--- src/rtl/sd_pkg.sv ---
// ---------------------------------------------------------------------------
// sd_pkg
// Shared definitions for the sequence-detector slice: the serializer FSM
// encoding, the word counter width, and the detector's own state constants.
// No ports; imported by sd_serializer and the modules around it.
// ---------------------------------------------------------------------------
package sd_pkg;

  // Serializer FSM encoding
  typedef enum logic {
    SER_IDLE  = 1'b0,
    SER_SHIFT = 1'b1
  } ser_state_t;

  // Width of the completed-word counter
  localparam int WORD_CNT_W = 16;

  // Detector states, named after the prefix of the 1011 pattern matched so far
  typedef enum logic [2:0] {
    DET_ZERO     = 3'd0,
    DET_ONE      = 3'd1,
    DET_ONE_ZERO = 3'd2,
    DET_ONE_ZO   = 3'd3,
    DET_FOUND    = 3'd4
  } det_state_t;

endpackage

--- src/rtl/sd_sat_counter.sv ---
// ---------------------------------------------------------------------------
// sd_sat_counter
// Up-counter that sticks at all-ones instead of wrapping.
// Ports:
//   clock    in   rising-edge clock
//   reset_n  in   asynchronous active-low clear
//   inc      in   count one on this edge (ignored once saturated)
//   count    out  current count, WIDTH bits
// ---------------------------------------------------------------------------
module sd_sat_counter #(
  parameter int WIDTH = 16
) (
  input  logic             clock,
  input  logic             reset_n,
  input  logic             inc,
  output logic [WIDTH-1:0] count
);

  // Hold at all-ones so a long run never reads back as a small number
  always_ff @(posedge clock or negedge reset_n) begin
    if (!reset_n) begin
      count <= '0;
    end else if (inc && (count != {WIDTH{1'b1}})) begin
      count <= count + 1'b1;
    end
  end

endmodule

--- src/rtl/sd_serializer.sv ---
// ---------------------------------------------------------------------------
// sd_serializer
// Parallel-to-serial stage feeding the detector's one-bit input. Words are
// accepted on a valid/ready handshake and shifted out one bit per clock with
// no gap between back-to-back words.
// Ports:
//   clock         in   rising-edge clock
//   reset_n       in   asynchronous active-low reset
//   data_in       in   WIDTH-bit word, sampled on handshake
//   data_valid    in   upstream offers data_in
//   data_ready    out  word accepted this cycle (combinational from state)
//   sequence_out  out  registered serial bit
//   bit_valid     out  sequence_out carries a data bit
//   busy          out  FSM in SHIFT
//   word_count    out  saturating count of fully shifted words
// ---------------------------------------------------------------------------
module sd_serializer
  import sd_pkg::*;
#(
  parameter int WIDTH     = 8,
  parameter bit MSB_FIRST = 1'b1,
  parameter bit IDLE_BIT  = 1'b0
) (
  input  logic                  clock,
  input  logic                  reset_n,
  input  logic [WIDTH-1:0]      data_in,
  input  logic                  data_valid,
  output logic                  data_ready,
  output logic                  sequence_out,
  output logic                  bit_valid,
  output logic                  busy,
  output logic [WORD_CNT_W-1:0] word_count
);

  localparam int CNT_W = (WIDTH > 1) ? $clog2(WIDTH) : 1;
  localparam logic [CNT_W-1:0] LAST_BIT = CNT_W'(WIDTH - 1);

  ser_state_t       state;
  logic [WIDTH-1:0] shreg;
  logic [CNT_W-1:0] bit_cnt;
  logic             last_bit;
  logic             handshake;

  // Bit that goes on the wire first for a given register image
  function automatic logic lead_bit(input logic [WIDTH-1:0] w);
    return MSB_FIRST ? w[WIDTH-1] : w[0];
  endfunction

  // Move the next bit into the lead position
  function automatic logic [WIDTH-1:0] shift_word(input logic [WIDTH-1:0] w);
    return MSB_FIRST ? (w << 1) : (w >> 1);
  endfunction

  assign last_bit   = (state == SER_SHIFT) && (bit_cnt == LAST_BIT);
  // Ready opens during the last bit so the next word follows with no bubble
  assign data_ready = (state == SER_IDLE) || last_bit;
  assign handshake  = data_valid && data_ready;
  assign busy       = (state == SER_SHIFT);

  always_ff @(posedge clock or negedge reset_n) begin
    if (!reset_n) begin
      state        <= SER_IDLE;
      shreg        <= '0;
      bit_cnt      <= '0;
      sequence_out <= IDLE_BIT;
      bit_valid    <= 1'b0;
    end else begin
      if (handshake) begin
        state        <= SER_SHIFT;
        shreg        <= data_in;
        bit_cnt      <= '0;
        sequence_out <= lead_bit(data_in);
        bit_valid    <= 1'b1;
      end else if (state == SER_SHIFT) begin
        if (bit_cnt != LAST_BIT) begin
          shreg        <= shift_word(shreg);
          bit_cnt      <= bit_cnt + 1'b1;
          sequence_out <= lead_bit(shift_word(shreg));
        end else begin
          state        <= SER_IDLE;
          bit_cnt      <= '0;
          sequence_out <= IDLE_BIT;
          bit_valid    <= 1'b0;
        end
      end
    end
  end

  // A word counts when its last bit leaves the wire, whether or not another follows
  sd_sat_counter #(
    .WIDTH(WORD_CNT_W)
  ) u_word_count (
    .clock  (clock),
    .reset_n(reset_n),
    .inc    (last_bit),
    .count  (word_count)
  );

endmodule

--- config.mk ---
export PLATFORM = sky130hd
export DESIGN_NAME = sd_serializer
export DESIGN_NICKNAME = d
export VERILOG_FILES = /design/src/rtl/sd_pkg.sv /design/src/rtl/sd_sat_counter.sv /design/src/rtl/sd_serializer.sv
export SDC_FILE = /design/constraint.sdc
export NUM_CORES = 1
export LEC_CHECK = 0
export BUFFER_PORTS_ARGS = -buffer_cell sky130_fd_sc_hd__buf_4
export CAP_MARGIN = 10
export CORE_ASPECT_RATIO = 1.75
export CORE_MARGIN = 5
export CORE_UTILIZATION = 38
export CTS_BUF_LIST = sky130_fd_sc_hd__clkbuf_4 sky130_fd_sc_hd__clkbuf_8
export DETAILED_ROUTE_END_ITERATION = 8
export GPL_ROUTABILITY_DRIVEN = 0
export PLACE_DENSITY_LB_ADDON = 0.12
export SKIP_LAST_GASP = 1
export SYNTH_ARGS = -nofsm -noshare
export SYNTH_HDL_FRONTEND = slang
export SYNTH_SLANG_ARGS = --single-unit
export TNS_END_PERCENT = 30
--- constraint.sdc ---
create_clock -name clock -period 1.6 [get_ports clock]
set_input_delay 0.08 -clock clock [delete_from_list [all_inputs] [get_ports clock]]
set_output_delay 0.08 -clock clock [all_outputs]
set_load 0.05 [all_outputs]
==> results by group <==
Synth
  • Cell with the most instances after synthesis: sky130_fd_sc_hd__dfrtp_1
  • Post-synthesis cell area: 1379 µm²
  • Largest cells by area after synthesis: sky130_fd_sc_hd__dfrtp_1 (53%), sky130_fd_sc_hd__xor2_1 (7.6%), sky130_fd_sc_hd__mux2i_1 (5.8%)
  • Synth Net Count: 137
  • Cell type contributing the most total cell area after synthesis: sky130_fd_sc_hd__dfrtp_1
  • Top post-synthesis cells by count: sky130_fd_sc_hd__dfrtp_1 (29), sky130_fd_sc_hd__nand2_1 (13), sky130_fd_sc_hd__xor2_1 (12)
  • Yosys warning count: 0
  • Mean post-synth cell area: 11.21 µm²
  • Number of enable flip-flop cells after synthesis: 0
  • Post-Synthesis Cells: 123
  • Portion of synthesized cell area occupied by the leading cell type: 52.63%
  • Unique cell type count in the Yosys netlist: 30
  • Portion of the post-synthesis area used by sequential elements: 52.63%
  • Top FF cell, synth: sky130_fd_sc_hd__dfrtp_1
  • FFs w/ async S/R, synth: 100.0%
  • Flops & latches, synth: 29

STA
  • Setup repair after global routing missed its margin: true
  • Setup Viol. Count Final: 9
  • Number of pins exceeding their max-slew limit in the final report: 0
  • Worst Skew: 0.004416 ns
  • Worst setup slack after layout: -0.1767 ns
  • WHS: 0.06444 ns
  • Final total negative setup slack: -0.9557 ns
  • Worst Max-Slew Pin Slew: 0.5241 ns
  • Fin crit share: 111.0%
  • Max-slew headroom at the worst pin: 64.69%
  • Final Hold Violating Endpoints: 0
  • Time the worst path needs with I/O delays and setup: 1.777 ns
  • Maximum achievable frequency: 562.8 MHz

Final layout
  • Share of final-layout standard cells stronger than drive strength 1: 51.34%
  • Area Overhead vs Synth: 47.82%
  • Final instance count without filler cells: 233
  • Footprint of the multi-input gates: 694.4 µm²
  • Area used by sequential logic in the layout: 745.7 µm²
  • Post-route cell area: 2038 µm²
  • N_diodes: 0
  • Final core utilization: 57.32%
  • Layout filler cell count: 334
  • Nets: 200

Power
  • Power Density: 1403 nW/µm²
  • Final total power: 2.859 mW
  • Pleak: 1.016 nW
  • Worst voltage drop across the vdd grid: 0.9523 mV

Detailed routing
  • Number of nets with antenna violations after detailed routing: 0
  • Number of DRC violations after detailed-routing iteration 0: 19
  • Routed WL per cell: 14.40 µm
  • Total wire length: 3356 µm
  • Total via count in the routed design: 1192
  • DRC viols: 0
  • Ratio of routed vias to standard cells: 5.116
  • First-pass detailed-route iteration total: 2

Clock tree
  • TritonCTS clock tree: done
  • Total CTS buffers: 5
  • Clk Tree Root Cell: sky130_fd_sc_hd__clkbuf_8
  • Clock-pin slew of the registers on the worst-case setup and hold paths: 0.06 ns
  • Clock H-tree levels: 2
  • Clk sink count: 29
  • Number of buffers on the longest clock path: 2
  • Later-pin clock latency in the skew report: 0.28 ns

Global route
  • Via count of the first global-routing pass: 1295
  • Antenna violations before repair: 0
  • Global-route wire length before repair: 5713 µm
  • Maximum number of pins on one net before global-route repair: 30
  • Total global routing track utilization: 14.93%
  • Total congestion overflow after global routing: 0

Floorplan
  • Core area: 3556 µm²
  • Area of the die: 4981 µm²
  • Starting Density: 38.78%
  • Count of boundary I/O pins: 31
  • Horizontal die dimension: 55.54 µm
  • Number of cell rows: 29
  • Height of the die: 89.69 µm

Critical path
  • Worst setup slack for register-to-register paths: -0.18 ns
  • Critical Setup Path Class: flop to flop
  • Highest fanout seen on the critical path: 3
  • Crit path arrival time: 1.97 ns
  • Critical Path RT: 1.80 ns
  • Endpoint class of the critical path: flop
  • Type of origin of the critical path: flop

Outcome
  • Failing checks: negative setup slack
  • Result of the run: finished, violations left

Placed design
  • Count of placed standard cells including taps: 222
  • Estimated wirelength of the detail-placed design: 2562 µm
  • Total of buffers placed on input and output ports: 30
  • Setup slack after placement: -0.1723 ns
  • Post-Place Cell Area: 1869 µm²

Hold path
  • Type of the most critical hold path: primary input to flop

Flow run
  • Max-capacitance violation count: 0
repair_timing:
item,CTS,global route
hold endpoints to repair,29,0
hold buffers,1,0
resized for setup,7,3
pin swaps,5,3
endpoints found under the setup margin,22,22
buffers inserted,2,0
cells in the final DEF, fill, tap and decap left out, drive strengths merged, types with 3 or more instances in the layout:
| cell | synthesis | layout |
|---|---|---|
| buf | 1 | 57 |
| dfrtp | 29 | 29 |
| nand2 | 13 | 13 |
| xor2 | 12 | 12 |
| o21ai | 9 | 9 |
| mux2i | 8 | 8 |
| clkbuf | 1 | 8 |
| nor2 | 7 | 7 |
| nand4 | 6 | 6 |
| nor4 | 6 | 6 |
| nand3 | 5 | 5 |
| nor3 | 4 | 4 |
| ha | 3 | 3 |
logic make-up (layout without fill, tap and decap cells):
| logic type | count (synthesis) | in the layout | synth area share, % |
|---|---|---|---|
| XOR/XNOR | 12 | 12 | 7.622 |
| adder cells (fa/ha/maj) | 3 | 3 | 2.723 |
| flip-flops | 29 | 29 | 52.63 |
| multiplexers | 10 | 10 | 7.441 |
| AND/OR/NAND/NOR | 49 | 49 | 21.33 |
| AO/OA/AOI/OAI | 16 | 16 | 7.168 |
| buffers and inverters | 4 | 68 | 1.089 |
flip-flops by register name, summed over array words and instances, names as in the netlist:
name and cells:
sequence_out 1, busy 1, u_word_count.count 16, shreg 7, bit_valid 1, bit_cnt 3
layer usage:
| layer | routed length [µm] | GRT usage [%] |
|---|---|---|
| met5 | 0 | 0 |
| met1 | 1191 | 12.86 |
| met4 | 122 | 9.071 |
| met2 | 1863 | 30.06 |
| met3 | 178 | 4.006 |
final cells by class:
class,count,area share [%]
clock buffers,8,4.481
well taps,46,2.824
repair buffers,58,21.67
multi-input cells,90,34.07
flip-flops and latches,29,36.59
inverters,2,0.3683
power by group:
part,total (mW),switching (mW),leakage (nW),internal [mW]
sequential,1.05,0.130,0.359,0.923
clock,0.631,0.272,0.0498,0.359
combinational,1.18,0.690,0.608,0.486
critical path, cell delays in order, from the launching register on:
cell	delay, ns
sky130_fd_sc_hd__dfrtp_1	0.36
sky130_fd_sc_hd__ha_2	0.20
sky130_fd_sc_hd__ha_4	0.13
sky130_fd_sc_hd__nand4_1	0.12
sky130_fd_sc_hd__buf_4	0.17
sky130_fd_sc_hd__or3_4	0.38
sky130_fd_sc_hd__nor3_4	0.17
sky130_fd_sc_hd__xor2_1	0.17
path summary, 6_finish.rpt:
path | startpoint | to | cells after the start
max in group asynchronous | reset_n | u_word_count.count[5]$_DFFE_PN0P_ | 2
max reg2reg | bit_cnt[0]$_DFFE_PN0P_ | u_word_count.count[10]$_DFFE_PN0P_ | 7
min in group asynchronous | reset_n | u_word_count.count[7]$_DFFE_PN0P_ | 2
max | bit_cnt[0]$_DFFE_PN0P_ | u_word_count.count[10]$_DFFE_PN0P_ | 7
min | data_in[0] | shreg[0]$_DFFE_PN0P_ | 3
min reg2reg | shreg[0]$_DFFE_PN0P_ | shreg[1]$_DFFE_PN0P_ | 2
Power figures use the tool's default switching activity.
